===== config.mk =====
export PLATFORM = sky130hd
export DESIGN_NAME = control_pipeline_flat
export DESIGN_NICKNAME = d
export VERILOG_FILES = /design/src/rtl/control_pipeline_if.sv /design/src/rtl/control_pipeline.sv /design/src/flat_wrapper.sv
export SDC_FILE = /design/constraint.sdc
export NUM_CORES = 1
export LEC_CHECK = 0
export ABC_AREA = 1
export CORE_ASPECT_RATIO = 1.1
export CORE_MARGIN = 3
export CORE_UTILIZATION = 47
export DETAILED_ROUTE_END_ITERATION = 6
export GPL_ROUTABILITY_DRIVEN = 1
export PLACE_DENSITY = 0.82
export SLEW_MARGIN = 20
export SYNTH_ARGS = -nofsm -noshare
export SYNTH_HDL_FRONTEND = slang
export SYNTH_SLANG_ARGS = --single-unit

===== constraint.sdc =====
create_clock -name Clk -period 2.6 [get_ports Clk]
set_input_delay 0.39 -clock Clk [delete_from_list [all_inputs] [get_ports Clk]]
set_output_delay 0.39 -clock Clk [all_outputs]
set_load 0.02 [all_outputs]

===== src/rtl/control_pipeline_if.sv =====
// Decoder-side control bundle in, per-stage controls out.
// Master drives ID controls, slave returns staged controls.
interface control_pipeline_if #(
  parameter int REG_W   = 5,
  parameter int ALUOP_W = 2
);
  logic               RegDst;
  logic               Branch;
  logic               MemRead;
  logic               MemtoReg;
  logic [ALUOP_W-1:0] ALUOp;
  logic               MemWrite;
  logic               ALUSrc;
  logic               RegWrite;
  logic [REG_W-1:0]   IdRs;
  logic [REG_W-1:0]   IdRt;
  logic [REG_W-1:0]   IdRd;
  logic               ExZero;
  logic               ExRegDst;
  logic [ALUOP_W-1:0] ExALUOp;
  logic               ExALUSrc;
  logic               MemMemRead;
  logic               MemMemWrite;
  logic               PCSrc;
  logic               WbRegWrite;
  logic               WbMemtoReg;
  logic [REG_W-1:0]   WbWriteReg;
  logic               Stall;
  logic               FlushIfId;

  modport master (
    output RegDst, Branch, MemRead, MemtoReg,
    output ALUOp, MemWrite, ALUSrc, RegWrite,
    output IdRs, IdRt, IdRd, ExZero,
    input  ExRegDst, ExALUOp, ExALUSrc,
    input  MemMemRead, MemMemWrite, PCSrc,
    input  WbRegWrite, WbMemtoReg, WbWriteReg,
    input  Stall, FlushIfId
  );

  modport slave (
    input  RegDst, Branch, MemRead, MemtoReg,
    input  ALUOp, MemWrite, ALUSrc, RegWrite,
    input  IdRs, IdRt, IdRd, ExZero,
    output ExRegDst, ExALUOp, ExALUSrc,
    output MemMemRead, MemMemWrite, PCSrc,
    output WbRegWrite, WbMemtoReg, WbWriteReg,
    output Stall, FlushIfId
  );
endinterface


===== src/rtl/control_pipeline.sv =====
// Control bundle pipeline ID/EX -> EX/MEM -> MEM/WB with
// load-use stall, branch resolution in MEM and flush.
module control_pipeline #(
  parameter int REG_W   = 5,
  parameter int ALUOP_W = 2
) (
  input  logic Clk,
  input  logic Rst,
  control_pipeline_if.slave bus
);

  typedef struct packed {
    logic               reg_dst;
    logic               branch;
    logic               mem_read;
    logic               mem_to_reg;
    logic [ALUOP_W-1:0] alu_op;
    logic               mem_write;
    logic               alu_src;
    logic               reg_write;
    logic [REG_W-1:0]   rt;
    logic [REG_W-1:0]   rd;
  } id_ex_t;

  typedef struct packed {
    logic             branch;
    logic             mem_read;
    logic             mem_write;
    logic             mem_to_reg;
    logic             reg_write;
    logic [REG_W-1:0] dest;
    logic             zero;
  } ex_mem_t;

  typedef struct packed {
    logic             mem_to_reg;
    logic             reg_write;
    logic [REG_W-1:0] dest;
  } mem_wb_t;

  id_ex_t  id_ex, id_ex_n;
  ex_mem_t ex_mem, ex_mem_n;
  mem_wb_t mem_wb, mem_wb_n;

  logic             pc_src;
  logic             stall;
  logic             bubble;
  logic             rt_hit;
  logic [REG_W-1:0] dest_ex;

  assign pc_src  = ex_mem.branch & ex_mem.zero;
  assign rt_hit  = (id_ex.rt == bus.IdRs) |
                   (id_ex.rt == bus.IdRt);
  // A taken branch kills the ID instruction anyway,
  // so the flush takes precedence over the stall.
  assign stall   = id_ex.mem_read & (|id_ex.rt) &
                   rt_hit & ~pc_src;
  assign bubble  = stall | pc_src;
  assign dest_ex = id_ex.reg_dst ? id_ex.rd : id_ex.rt;

  always_comb begin
    id_ex_n            = '0;
    id_ex_n.rt         = bus.IdRt;
    id_ex_n.rd         = bus.IdRd;
    if (!bubble) begin
      id_ex_n.reg_dst    = bus.RegDst;
      id_ex_n.branch     = bus.Branch;
      id_ex_n.mem_read   = bus.MemRead;
      id_ex_n.mem_to_reg = bus.MemtoReg;
      id_ex_n.alu_op     = bus.ALUOp;
      id_ex_n.mem_write  = bus.MemWrite;
      id_ex_n.alu_src    = bus.ALUSrc;
      id_ex_n.reg_write  = bus.RegWrite;
    end
  end

  always_comb begin
    ex_mem_n      = '0;
    ex_mem_n.dest = dest_ex;
    ex_mem_n.zero = bus.ExZero;
    if (!pc_src) begin
      ex_mem_n.branch     = id_ex.branch;
      ex_mem_n.mem_read   = id_ex.mem_read;
      ex_mem_n.mem_write  = id_ex.mem_write;
      ex_mem_n.mem_to_reg = id_ex.mem_to_reg;
      ex_mem_n.reg_write  = id_ex.reg_write;
    end
  end

  // The branch itself sits in MEM and must still commit.
  always_comb begin
    mem_wb_n            = '0;
    mem_wb_n.mem_to_reg = ex_mem.mem_to_reg;
    mem_wb_n.reg_write  = ex_mem.reg_write;
    mem_wb_n.dest       = ex_mem.dest;
  end

  always_ff @(posedge Clk) begin
    if (Rst) begin
      id_ex  <= '0;
      ex_mem <= '0;
      mem_wb <= '0;
    end else begin
      id_ex  <= id_ex_n;
      ex_mem <= ex_mem_n;
      mem_wb <= mem_wb_n;
    end
  end

  assign bus.ExRegDst    = id_ex.reg_dst;
  assign bus.ExALUOp     = id_ex.alu_op;
  assign bus.ExALUSrc    = id_ex.alu_src;
  assign bus.MemMemRead  = ex_mem.mem_read;
  assign bus.MemMemWrite = ex_mem.mem_write;
  assign bus.PCSrc       = pc_src;
  assign bus.WbRegWrite  = mem_wb.reg_write;
  assign bus.WbMemtoReg  = mem_wb.mem_to_reg;
  assign bus.WbWriteReg  = mem_wb.dest;
  assign bus.Stall       = stall;
  assign bus.FlushIfId   = pc_src;

endmodule


===== src/flat_wrapper.sv =====
// flat-port wrapper written by rule: the top's interface ports become plain ports
module control_pipeline_flat 
#(
  parameter int REG_W   = 5,
  parameter int ALUOP_W = 2
)
  (Clk, Rst, bus_RegDst, bus_Branch, bus_MemRead, bus_MemtoReg, bus_ALUOp, bus_MemWrite, bus_ALUSrc, bus_RegWrite, bus_IdRs, bus_IdRt, bus_IdRd, bus_ExZero, bus_ExRegDst, bus_ExALUOp, bus_ExALUSrc, bus_MemMemRead, bus_MemMemWrite, bus_PCSrc, bus_WbRegWrite, bus_WbMemtoReg, bus_WbWriteReg, bus_Stall, bus_FlushIfId);
  control_pipeline_if #(.REG_W(REG_W), .ALUOP_W(ALUOP_W)) bus_i ();
  input  logic Clk;
  input  logic Rst;
  input wire logic [$bits(bus_i.RegDst)-1:0] bus_RegDst;
  input wire logic [$bits(bus_i.Branch)-1:0] bus_Branch;
  input wire logic [$bits(bus_i.MemRead)-1:0] bus_MemRead;
  input wire logic [$bits(bus_i.MemtoReg)-1:0] bus_MemtoReg;
  input wire logic [$bits(bus_i.ALUOp)-1:0] bus_ALUOp;
  input wire logic [$bits(bus_i.MemWrite)-1:0] bus_MemWrite;
  input wire logic [$bits(bus_i.ALUSrc)-1:0] bus_ALUSrc;
  input wire logic [$bits(bus_i.RegWrite)-1:0] bus_RegWrite;
  input wire logic [$bits(bus_i.IdRs)-1:0] bus_IdRs;
  input wire logic [$bits(bus_i.IdRt)-1:0] bus_IdRt;
  input wire logic [$bits(bus_i.IdRd)-1:0] bus_IdRd;
  input wire logic [$bits(bus_i.ExZero)-1:0] bus_ExZero;
  output wire logic [$bits(bus_i.ExRegDst)-1:0] bus_ExRegDst;
  output wire logic [$bits(bus_i.ExALUOp)-1:0] bus_ExALUOp;
  output wire logic [$bits(bus_i.ExALUSrc)-1:0] bus_ExALUSrc;
  output wire logic [$bits(bus_i.MemMemRead)-1:0] bus_MemMemRead;
  output wire logic [$bits(bus_i.MemMemWrite)-1:0] bus_MemMemWrite;
  output wire logic [$bits(bus_i.PCSrc)-1:0] bus_PCSrc;
  output wire logic [$bits(bus_i.WbRegWrite)-1:0] bus_WbRegWrite;
  output wire logic [$bits(bus_i.WbMemtoReg)-1:0] bus_WbMemtoReg;
  output wire logic [$bits(bus_i.WbWriteReg)-1:0] bus_WbWriteReg;
  output wire logic [$bits(bus_i.Stall)-1:0] bus_Stall;
  output wire logic [$bits(bus_i.FlushIfId)-1:0] bus_FlushIfId;
  assign bus_i.RegDst = bus_RegDst;
  assign bus_i.Branch = bus_Branch;
  assign bus_i.MemRead = bus_MemRead;
  assign bus_i.MemtoReg = bus_MemtoReg;
  assign bus_i.ALUOp = bus_ALUOp;
  assign bus_i.MemWrite = bus_MemWrite;
  assign bus_i.ALUSrc = bus_ALUSrc;
  assign bus_i.RegWrite = bus_RegWrite;
  assign bus_i.IdRs = bus_IdRs;
  assign bus_i.IdRt = bus_IdRt;
  assign bus_i.IdRd = bus_IdRd;
  assign bus_i.ExZero = bus_ExZero;
  assign bus_ExRegDst = bus_i.ExRegDst;
  assign bus_ExALUOp = bus_i.ExALUOp;
  assign bus_ExALUSrc = bus_i.ExALUSrc;
  assign bus_MemMemRead = bus_i.MemMemRead;
  assign bus_MemMemWrite = bus_i.MemMemWrite;
  assign bus_PCSrc = bus_i.PCSrc;
  assign bus_WbRegWrite = bus_i.WbRegWrite;
  assign bus_WbMemtoReg = bus_i.WbMemtoReg;
  assign bus_WbWriteReg = bus_i.WbWriteReg;
  assign bus_Stall = bus_i.Stall;
  assign bus_FlushIfId = bus_i.FlushIfId;
  control_pipeline #(.REG_W(REG_W), .ALUOP_W(ALUOP_W)) u_core (.Clk(Clk), .Rst(Rst), .bus(bus_i));
endmodule

==> results of run 1 <==
[kinds of logic after synthesis]
family	count (synthesis)	synth area share
DFF	37	0.571
AOI/OAI and AO/OA	6	0.0328
xor gates and xnor gates	2	0.0135
and+or+nand+nor	74	0.226
buffers and inverters	51	0.156
[cells in the mapped netlist, drive strengths merged]
cell type / number
nor2: 45
clkinv: 1
buf: 3
dfxtp: 37
xnor2: 2
inv: 45
nand2: 26
nand4: 1
clkbuf: 2
nand3: 2
a211oi: 5
o21ai: 1
[per-layer routing]
metal	wire length, µm	part of all wire
met2	1340	0.53
met1	1010	0.40
met5	0	0
met3	151	0.059
met4	44	0.017
[power groups by stage]
stage	Clock [µW]	Combinational, µW	Sequential, µW
floorplan	0	60.6	628
global placement	0	136	619
detailed placement	0	139	620
CTS	271	141	607
global route	302	156	611
finish	263	140	607
[repair_timing]
action | CTS | global route
hold endpoints to repair | 0 | 0
gates resized for setup | 0 | 1
setup endpoints to repair | 0 | 1
[stage by stage]
stage | utilization | instance area [µm²] | cells | setup slack (ns) | hold slack, ns
2_1_floorplan | - | 1300 | 170 | 1.13 | 0.388
3_3_place_gp | 0.675 | 1730 | 239 | 0.134 | 0.389
3_5_place_dp | 0.675 | 1730 | 239 | 0.111 | 0.394
4_1_cts | 0.692 | 1780 | 245 | 0.0517 | 0.408
5_1_grt | 0.692 | 1780 | 245 | 0.300 | 0.427
6_report | 0.692 | 1780 | 245 | 0.411 | 0.407
[registers in the layout (all words and copies together), names as in the netlist]
signal / flops
u_core.bus.ExALUOp: 2
u_core.bus.ExALUSrc: 1
u_core.bus.ExRegDst: 1
u_core.bus.MemMemRead: 1
u_core.bus.MemMemWrite: 1
u_core.bus.WbMemtoReg: 1
u_core.bus.WbRegWrite: 1
u_core.bus.WbWriteReg: 5
u_core.ex_mem: 9
u_core.id_ex: 15
[final timing paths]
kind / slack (ns) / cells past startpoint / start / to
worst max register to register: 1.28 / 9 / u_core.id_ex[6]$_SDFF_PP0_ / u_core.id_ex[15]$_SDFF_PP0_
worst min register to register: 0.41 / 2 / u_core.ex_mem[1]$_SDFF_PP0_ / u_core.bus.WbWriteReg[0]$_SDFF_PP0_
worst min-delay path: 0.41 / 2 / u_core.ex_mem[1]$_SDFF_PP0_ / u_core.bus.WbWriteReg[0]$_SDFF_PP0_
worst max-delay path: 0.41 / 10 / bus_IdRt[1] / bus_Stall
[worst max-delay path: cells and delay by family]
family	cells	cell delay [ns]
buffers and inverters	3	0.76
AND/OR/NAND/NOR	7	0.65
[final cells by class]
cell class              instances  area share
flip-flops and latches         37       0.417
clock buffers                   5      0.0211
clock inverters                 1     0.00281
inverters                      46      0.0971
repair buffers                 43       0.242
well taps                      31      0.0218
multi-input cells              82       0.198
==> flow_metrics.env, run 1 <==
export IMPL_outcome="finished, final reports clean"
export IMPL_clock_latency_ns=0.33
export IMPL_mostFrequentLayoutCells="nor2_1, inv_1, clkdlybuf4s50_1"
export IMPL_layout_drive_gt1_share=0.0561
export IMPL_fin_worst_skew_ns=0.00768
export IMPL_crit_path_end_kind="primary output"
export IMPL_grt_max_degree=24
export IMPL_p_sw_frac=0.243
export IMPL_viasPerCell=4.32
export IMPL_cpMostUsedCell="nand2_1"
export IMPL_ff_latch_area_um2=741
export IMPL_cellPowerDensity_nw_per_um2=568
export IMPL_syn_nets=197
export IMPL_fin_setup_tns_ns=0
export IMPL_intPower_uw=764
export IMPL_timing_fmax_ghz=0.457
export IMPL_nets=242
export IMPL_relSlewSlack=0.833
export IMPL_hpwl_um=1850
export IMPL_cts_buffer_depth=2
export IMPL_wl_per_cell_um=10.4
export IMPL_fp_dieArea_um2=3420
export IMPL_yosysTopAreaCellShare=0.571
export IMPL_postSynthRegisterBits=37
export IMPL_power_frac_clock=0.260
export IMPL_path_class="input pin to primary output"
export IMPL_wirelength_um=2550
export IMPL_num_io_pins=43
export IMPL_core_area_um2=2570
export IMPL_syn_area_um2=1300
export IMPL_grt_busiest_layer="met2"
export IMPL_period_share=0.842
export IMPL_antenna_cells=0
export IMPL_ys_seq_area_frac=0.571
export IMPL_power_uw=1010
export IMPL_post_cts_buffers=0
export IMPL_grt_pass1_vias=1002
export IMPL_p_sw_uw=246
export IMPL_drc=0
export IMPL_grt_pass1_wl_um=4330
export IMPL_die_width_um=56.1
export IMPL_clock_root_buffer="clkbuf_4"
export IMPL_yosys_warnings=0
export IMPL_layout_commonest_cell="nor2_1"
export IMPL_fp_dieH_um=61.1
export IMPL_synth_top_cell_by_area="dfxtp_1"
export IMPL_ant_nets=0
export IMPL_cts_made_buffers=5
export IMPL_hold_path_class="flip-flop to flip-flop"
export IMPL_leakage_uw=0.000897
export IMPL_max_slew_worst_pin_slew_ns=0.249
export IMPL_path_cells="clkdlybuf4s50_1 -> inv_1 -> nand2_1 -> nand2_1 -> nor2_1 -> nand3_1 -> nand2_1 -> nand2_2 -> nor2_1 -> dlymetal6s2s_1"
export IMPL_peakVddDrop_mv=0.396
export IMPL_place_congestion=0.735
export IMPL_rows=19
export IMPL_holdBufCountCts=0
export IMPL_drtIter0Drc=21
export IMPL_syn_avg_cell_area_um2=7.62
export IMPL_grt_util_met3=0.0608
export IMPL_port_buffers=42
export IMPL_clock_sinks=37
export IMPL_setup_violations=0
export IMPL_synth_distinct_cells=15
export IMPL_clkTransAtPathRegs_ns=0.10
export IMPL_fillers=218
export IMPL_cp_start_kind="input pin"
export IMPL_fin_crit_ns=2.19
export IMPL_cp_required_ns=2.21
export IMPL_synthCells=170
export IMPL_path_max_fanout=2
export IMPL_use_met1=0.174
export IMPL_cap_violations=0
export IMPL_synth_area_leaders="dfxtp_1, nor2_1, inv_1"
export IMPL_htreeDepth=2
export IMPL_grt_usage=0.168
export IMPL_area_delta_synth_final_pct=37.2
export IMPL_grt_overflow_total=0
export IMPL_cts_tree="built"
export IMPL_hold_viol=0
export IMPL_cp_data_arrival_time_ns=1.80
export IMPL_multi_input_area_um2=353
export IMPL_slowest_stage="clkdlybuf4s50_1"
export IMPL_rsz0062_at_grt="false"
export IMPL_antenna_found_initial=0
export IMPL_drv_slew=0
export IMPL_drt_pass1_iter_count=5
export IMPL_via_count=1059
export IMPL_p_seq_frac=0.601
export IMPL_use_met2=0.314
export IMPL_floorplan_initialDensity=0.505
export IMPL_cp_slowest_stage_delay_ns=0.47
export IMPL_p_comb_frac=0.139
(Power assumes the default switching activity.)
==> run 2: changes to the inputs <==
CORE_UTILIZATION = 40   (was 47)
PLACE_DENSITY = 0.74   (was 0.82)
clock period = 2 ns   (was 2.6 ns; I/O delays follow)
==> run 2 against run 1 <==
  * Combinational power up 31%
  * Power up 33%
  * First-iteration DRC count down 19%
  * Count of clock-buffer cells in the layout unchanged
  * Sequential cell count unchanged
  * Routed wire length down 13%
  * Via count down 1.7%
  * Non-clock buffer count up 4
  * Setup slack worse by 0.24 ns
  * Highest routed layer unchanged
==> flow_metrics.env, run 2 (synthesis gave the netlist of run 1 again) <==
export IMPL_fin_cells=254
export IMPL_cap_violations=0
export IMPL_drc=0
export IMPL_grt_util_met3=0.0373
export IMPL_port_buffers=42
export IMPL_cellPowerDensity_nw_per_um2=742
export IMPL_grt_pass1_vias=933
export IMPL_timing_fmax_ghz=0.547
export IMPL_cp_required_ns=1.70
export IMPL_period_share=0.914
export IMPL_fillers=269
export IMPL_path_max_fanout=2
export IMPL_power_uw=1350
export IMPL_cts_tree="built"
export IMPL_cts_made_buffers=5
export IMPL_top_register="u_core.id_ex"
export IMPL_ff_latch_area_um2=741
export IMPL_grt_max_degree=15
export IMPL_post_route_util=0.591
export IMPL_setup_violations=0
export IMPL_cts_buffer_depth=2
export IMPL_grt_pass1_wl_um=3690
export IMPL_grt_overflow_total=0
export IMPL_clock_root_buffer="clkbuf_4"
export IMPL_wl_per_cell_um=8.73
export IMPL_viasPerCell=4.10
export IMPL_wirelength_um=2220
export IMPL_hold_path_class="flip-flop to flip-flop"
export IMPL_cp_data_arrival_time_ns=1.53
export IMPL_via_count=1041
export IMPL_area_delta_synth_final_pct=40.2
export IMPL_fin_setup_tns_ns=0
export IMPL_nets=246
export IMPL_hpwl_um=1740
export IMPL_fp_dieH_um=65.7
export IMPL_ant_nets=0
export IMPL_core_area_um2=3070
export IMPL_max_slew_worst_pin_slew_ns=0.236
export IMPL_holdBufCountCts=0
export IMPL_cp_start_kind="input pin"
export IMPL_relSlewSlack=0.842
export IMPL_fp_dieArea_um2=3960
export IMPL_clock_sinks=37
export IMPL_path_class="input pin to primary output"
export IMPL_clkTransAtPathRegs_ns=0.10
export IMPL_mostFrequentLayoutCells="nor2_1, inv_1, clkdlybuf4s50_1"
export IMPL_antenna_cells=0
export IMPL_timing_hold_ws_ns=0.406
export IMPL_use_met1=0.138
export IMPL_fin_crit_ns=1.83
export IMPL_die_width_um=60.3
export IMPL_outcome="finished, final reports clean"
export IMPL_drt_pass1_iter_count=4
export IMPL_leakage_uw=0.000902
export IMPL_largest_reg_flops=15
export IMPL_grt_busiest_layer="met2"
export IMPL_fin_worst_skew_ns=0.0128
export IMPL_multi_input_area_um2=353
export IMPL_floorplan_initialDensity=0.422
export IMPL_dp_cells=246
export IMPL_use_met2=0.207
export IMPL_rsz0062_at_grt="false"
export IMPL_peakVddDrop_mv=0.471
export IMPL_clock_latency_ns=0.34
export IMPL_hold_viol=0
export IMPL_antenna_found_initial=0
export IMPL_grt_usage=0.129
export IMPL_drv_slew=0
export IMPL_drtIter0Drc=17
export IMPL_layout_drive_gt1_share=0.0864
export IMPL_place_congestion=0.745
export IMPL_layout_commonest_cell="nor2_1"
export IMPL_crit_path_end_kind="primary output"
export IMPL_num_io_pins=43
export IMPL_rows=21
export IMPL_htreeDepth=2
[run 2: critical path, cell delays in order]
cell,delay (ns)
clkdlybuf4s50_1,0.47
inv_1,0.05
nand2_1,0.05
nand2_1,0.06
nor2_1,0.12
nand3_1,0.08
nand2_1,0.08
nand2_2,0.05
nor2_1,0.08
clkbuf_2,0.18
[run 2: cell type report]
| class | count | share of cell area |
|---|---|---|
| tap | 34 | 0.0234 |
| timing repair buffer | 47 | 0.249 |
| sequential | 37 | 0.408 |
| multi-input combinational | 82 | 0.194 |
| clock buffer | 5 | 0.0207 |
| inverter | 46 | 0.0950 |
| clock inverter | 3 | 0.00964 |
[run 2: final timing paths]
check,end,startpoint,depth (start not counted),slack [ns]
setup / recovery,bus_Stall,bus_IdRt[4],10,0.17
hold / removal,u_core.bus.WbWriteReg[2]$_SDFF_PP0_,u_core.ex_mem[3]$_SDFF_PP0_,2,0.41
setup reg to reg,u_core.id_ex[12]$_SDFF_PP0_,u_core.id_ex[9]$_SDFF_PP0_,10,0.72
hold reg to reg,u_core.bus.WbWriteReg[2]$_SDFF_PP0_,u_core.ex_mem[3]$_SDFF_PP0_,2,0.41
[run 2: repair_timing]
action / CTS / global route
setup endpoints to repair: 1 / 1
buffers inserted: 0 / 0
gates cloned: 0 / 0
resized for setup: 2 / 1
[run 2: metrics by stage]
stage                     worst slack (ns)  cell area (µm²)
after floorplan                      0.634             1300
after global placement              -0.255             1770
after detailed placement            -0.264             1770
after CTS                           0.0206             1820
after global routing                0.0157             1820
final                                0.172             1820
[run 2: metal layers]
| layer | vias to the layer above | part of all wire |
|---|---|---|
| met3 | 8 | 0.064 |
| met5 | - | 0 |
| met1 | 428 | 0.41 |
| met4 | 0 | 0.037 |
| li1 | 577 | - |
| met2 | 28 | 0.49 |
[run 2: where the power goes]
part           internal (µW)  switching, µW  total (µW)
logic                    100           82.9         183
clock network            132            244         376
registers                775           13.3         789
total                   1010            340        1350
==> run 3: changes to the inputs <==
clock period = 1.58 ns   (was 2 ns; I/O delays follow)
==> run 3 against run 2 <==
  * The flow now finishes with violations (setup timing)
  * Register-to-register slack worse by 0.37 ns
  * Count of clock-buffer cells in the layout is 2 higher
  * Final cell count grew 2.4%
  * Via count increased by 2.3%
  * Sequential cell count is the same
  * Core utilization is 3.2 points higher
  * Largest power group unchanged
  * Highest routed layer unchanged
==> flow_metrics.env, run 3 (synthesis gave the netlist of run 1 again) <==
export IMPL_outcome="finished, violations left"
export IMPL_failed_checks="setup timing"
export IMPL_cp_required_ns=1.34
export IMPL_largest_reg_flops=15
export IMPL_core_area_um2=3070
export IMPL_antenna_cells=0
export IMPL_dp_cells=252
export IMPL_fp_dieArea_um2=3960
export IMPL_rows=21
export IMPL_timing_rr_start="u_core.id_ex[8]$_SDFF_PP0_"
export IMPL_fin_cells=260
export IMPL_worst_slack_ns=-0.0694
export IMPL_via_count=1065
export IMPL_num_io_pins=43
export IMPL_leakage_uw=0.000988
export IMPL_port_buffers=42
export IMPL_clock_root_buffer="clkbuf_4"
export IMPL_worstHoldStart="bus_IdRt[4]"
export IMPL_grt_max_degree=15
export IMPL_cp_start_kind="input pin"
export IMPL_relSlewSlack=0.838
export IMPL_drv_slew=0
export IMPL_wirelength_um=2270
export IMPL_hpwl_um=1750
export IMPL_nets=252
export IMPL_timing_fmax_ghz=0.606
export IMPL_place_congestion=0.754
export IMPL_drc=0
export IMPL_power_uw=1910
export IMPL_grt_usage=0.128
export IMPL_startpoint="bus_IdRs[1]"
export IMPL_path_class="input pin to primary output"
export IMPL_post_route_util=0.623
export IMPL_hold_path_class="input pin to flip-flop"
export IMPL_path_max_fanout=2
export IMPL_fin_crit_ns=1.65
export IMPL_r2r_slack_ns=0.35
export IMPL_reg2reg_to="u_core.id_ex[12]$_SDFF_PP0_"
export IMPL_min_to="u_core.id_ex[9]$_SDFF_PP0_"
export IMPL_die_width_um=60.3
export IMPL_drt_pass1_iter_count=4
export IMPL_cts_tree="built"
export IMPL_grt_overflow_total=0
export IMPL_dpl_cell_area_um2=1810
export IMPL_drtIter0Drc=24
export IMPL_layout_commonest_cell="nor2_1"
export IMPL_cellPowerDensity_nw_per_um2=996
export IMPL_rsz0062_at_grt="true"
export IMPL_top_register="u_core.id_ex"
export IMPL_viasPerCell=4.10
export IMPL_whs_path_depth=3
export IMPL_fin_worst_skew_ns=0.00884
export IMPL_cp_data_arrival_time_ns=1.41
export IMPL_ff2ff_path_depth=8
export IMPL_grt_pass1_wl_um=3680
export IMPL_hold_viol=0
export IMPL_antenna_found_initial=0
export IMPL_wl_per_cell_um=8.74
export IMPL_setup_violations=1
export IMPL_floorplan_initialDensity=0.422
export IMPL_clock_sinks=37
export IMPL_mostFrequentLayoutCells="nor2_1, inv_1, clkdlybuf4s50_1"
export IMPL_fp_dieH_um=65.7
export IMPL_htreeDepth=2
export IMPL_max_slew_worst_pin_slew_ns=0.242
export IMPL_fin_setup_tns_ns=-0.0694
export IMPL_layout_drive_gt1_share=0.137
export IMPL_cts_made_buffers=5
export IMPL_crit_path_end_kind="primary output"
export IMPL_clkTransAtPathRegs_ns=0.09
export IMPL_ant_nets=0
export IMPL_area_delta_synth_final_pct=47.7
export IMPL_peakVddDrop_mv=0.806
export IMPL_cap_violations=0
export IMPL_period_share=1.04
export IMPL_cts_buffer_depth=2
export IMPL_stdcell_area_um2=1910
export IMPL_grt_pass1_vias=917
export IMPL_clock_latency_ns=0.33
export IMPL_post_cts_buffers=0
[run 3: changes by cell type in the layout (fill, tap and decap cells not counted), sizes merged]
cell / previous run / this run
dlymetal6s2s: 0 / 3
clkdlybuf4s50: 41 / 36
clkbuf: 6 / 7
clkinv: 3 / 1
bufinv: 0 / 1
dlygate4sd2: 0 / 2
buf: 5 / 12
clkinvlp: 1 / 0
[run 3: layout make-up]
cell class                 instances  area (µm²)
clock buffer                       7        55.1
clock inverter                     1        30.0
fill                             255        1160
inverter                          46         173
multi-input combinational         82         358
sequential                        37         747
tap                               34        42.5
timing repair buffer              53         509
[run 3: per-stage QoR]
stage          worst slack, ns  hold WS, ns
2_1_floorplan            0.277        0.315
3_3_place_gp            -0.551        0.391
3_5_place_dp            -0.560        0.392
4_1_cts                -0.0996        0.400
5_1_grt                 -0.169        0.181
6_report               -0.0694        0.177
[run 3: power by group]
group	internal [µW]	switching [µW]	total, µW
combinational	136	109	245
sequential	983	16.6	999
clock	378	285	662
total	1500	410	1910
[run 3: timing repair]
action	4_1_cts	5_1_grt
setup endpoints to repair	3	2
endpoints found under the hold margin	0	0
hold buffers	0	0
pin swaps	0	1
resized for setup	11	8
[run 3: worst max-delay path by stage]
stage / to / slack (ns) / cells after the start
global route: bus_Stall / -0.17 / 9
CTS: bus_Stall / -0.1 / 10
floorplan: bus_Stall / 0.28 / 8
detailed placement: bus_Stall / -0.56 / 10
finish: bus_Stall / -0.07 / 10
global placement: bus_Stall / -0.55 / 10
[run 3: per-layer routing]
| metal | vias to the layer above | global-route usage | share of wire |
|---|---|---|---|
| li1 | 589 | - | - |
| met1 | 445 | 0.130 | 0.40 |
| met2 | 26 | 0.222 | 0.52 |
| met3 | 5 | 0.0432 | 0.061 |
| met4 | 0 | 0.0748 | 0.019 |
| met5 | - | 0 | 0 |
[run 3: critical path: stages]
cell and delay, ns:
clkdlybuf4s50_1 0.47, inv_1 0.04, nand2_1 0.05, nand2_1 0.06, nor2_1 0.11, nand3_1 0.07
nand2_1 0.09, nand2_2 0.06, nor2_2 0.10, buf_6 0.13
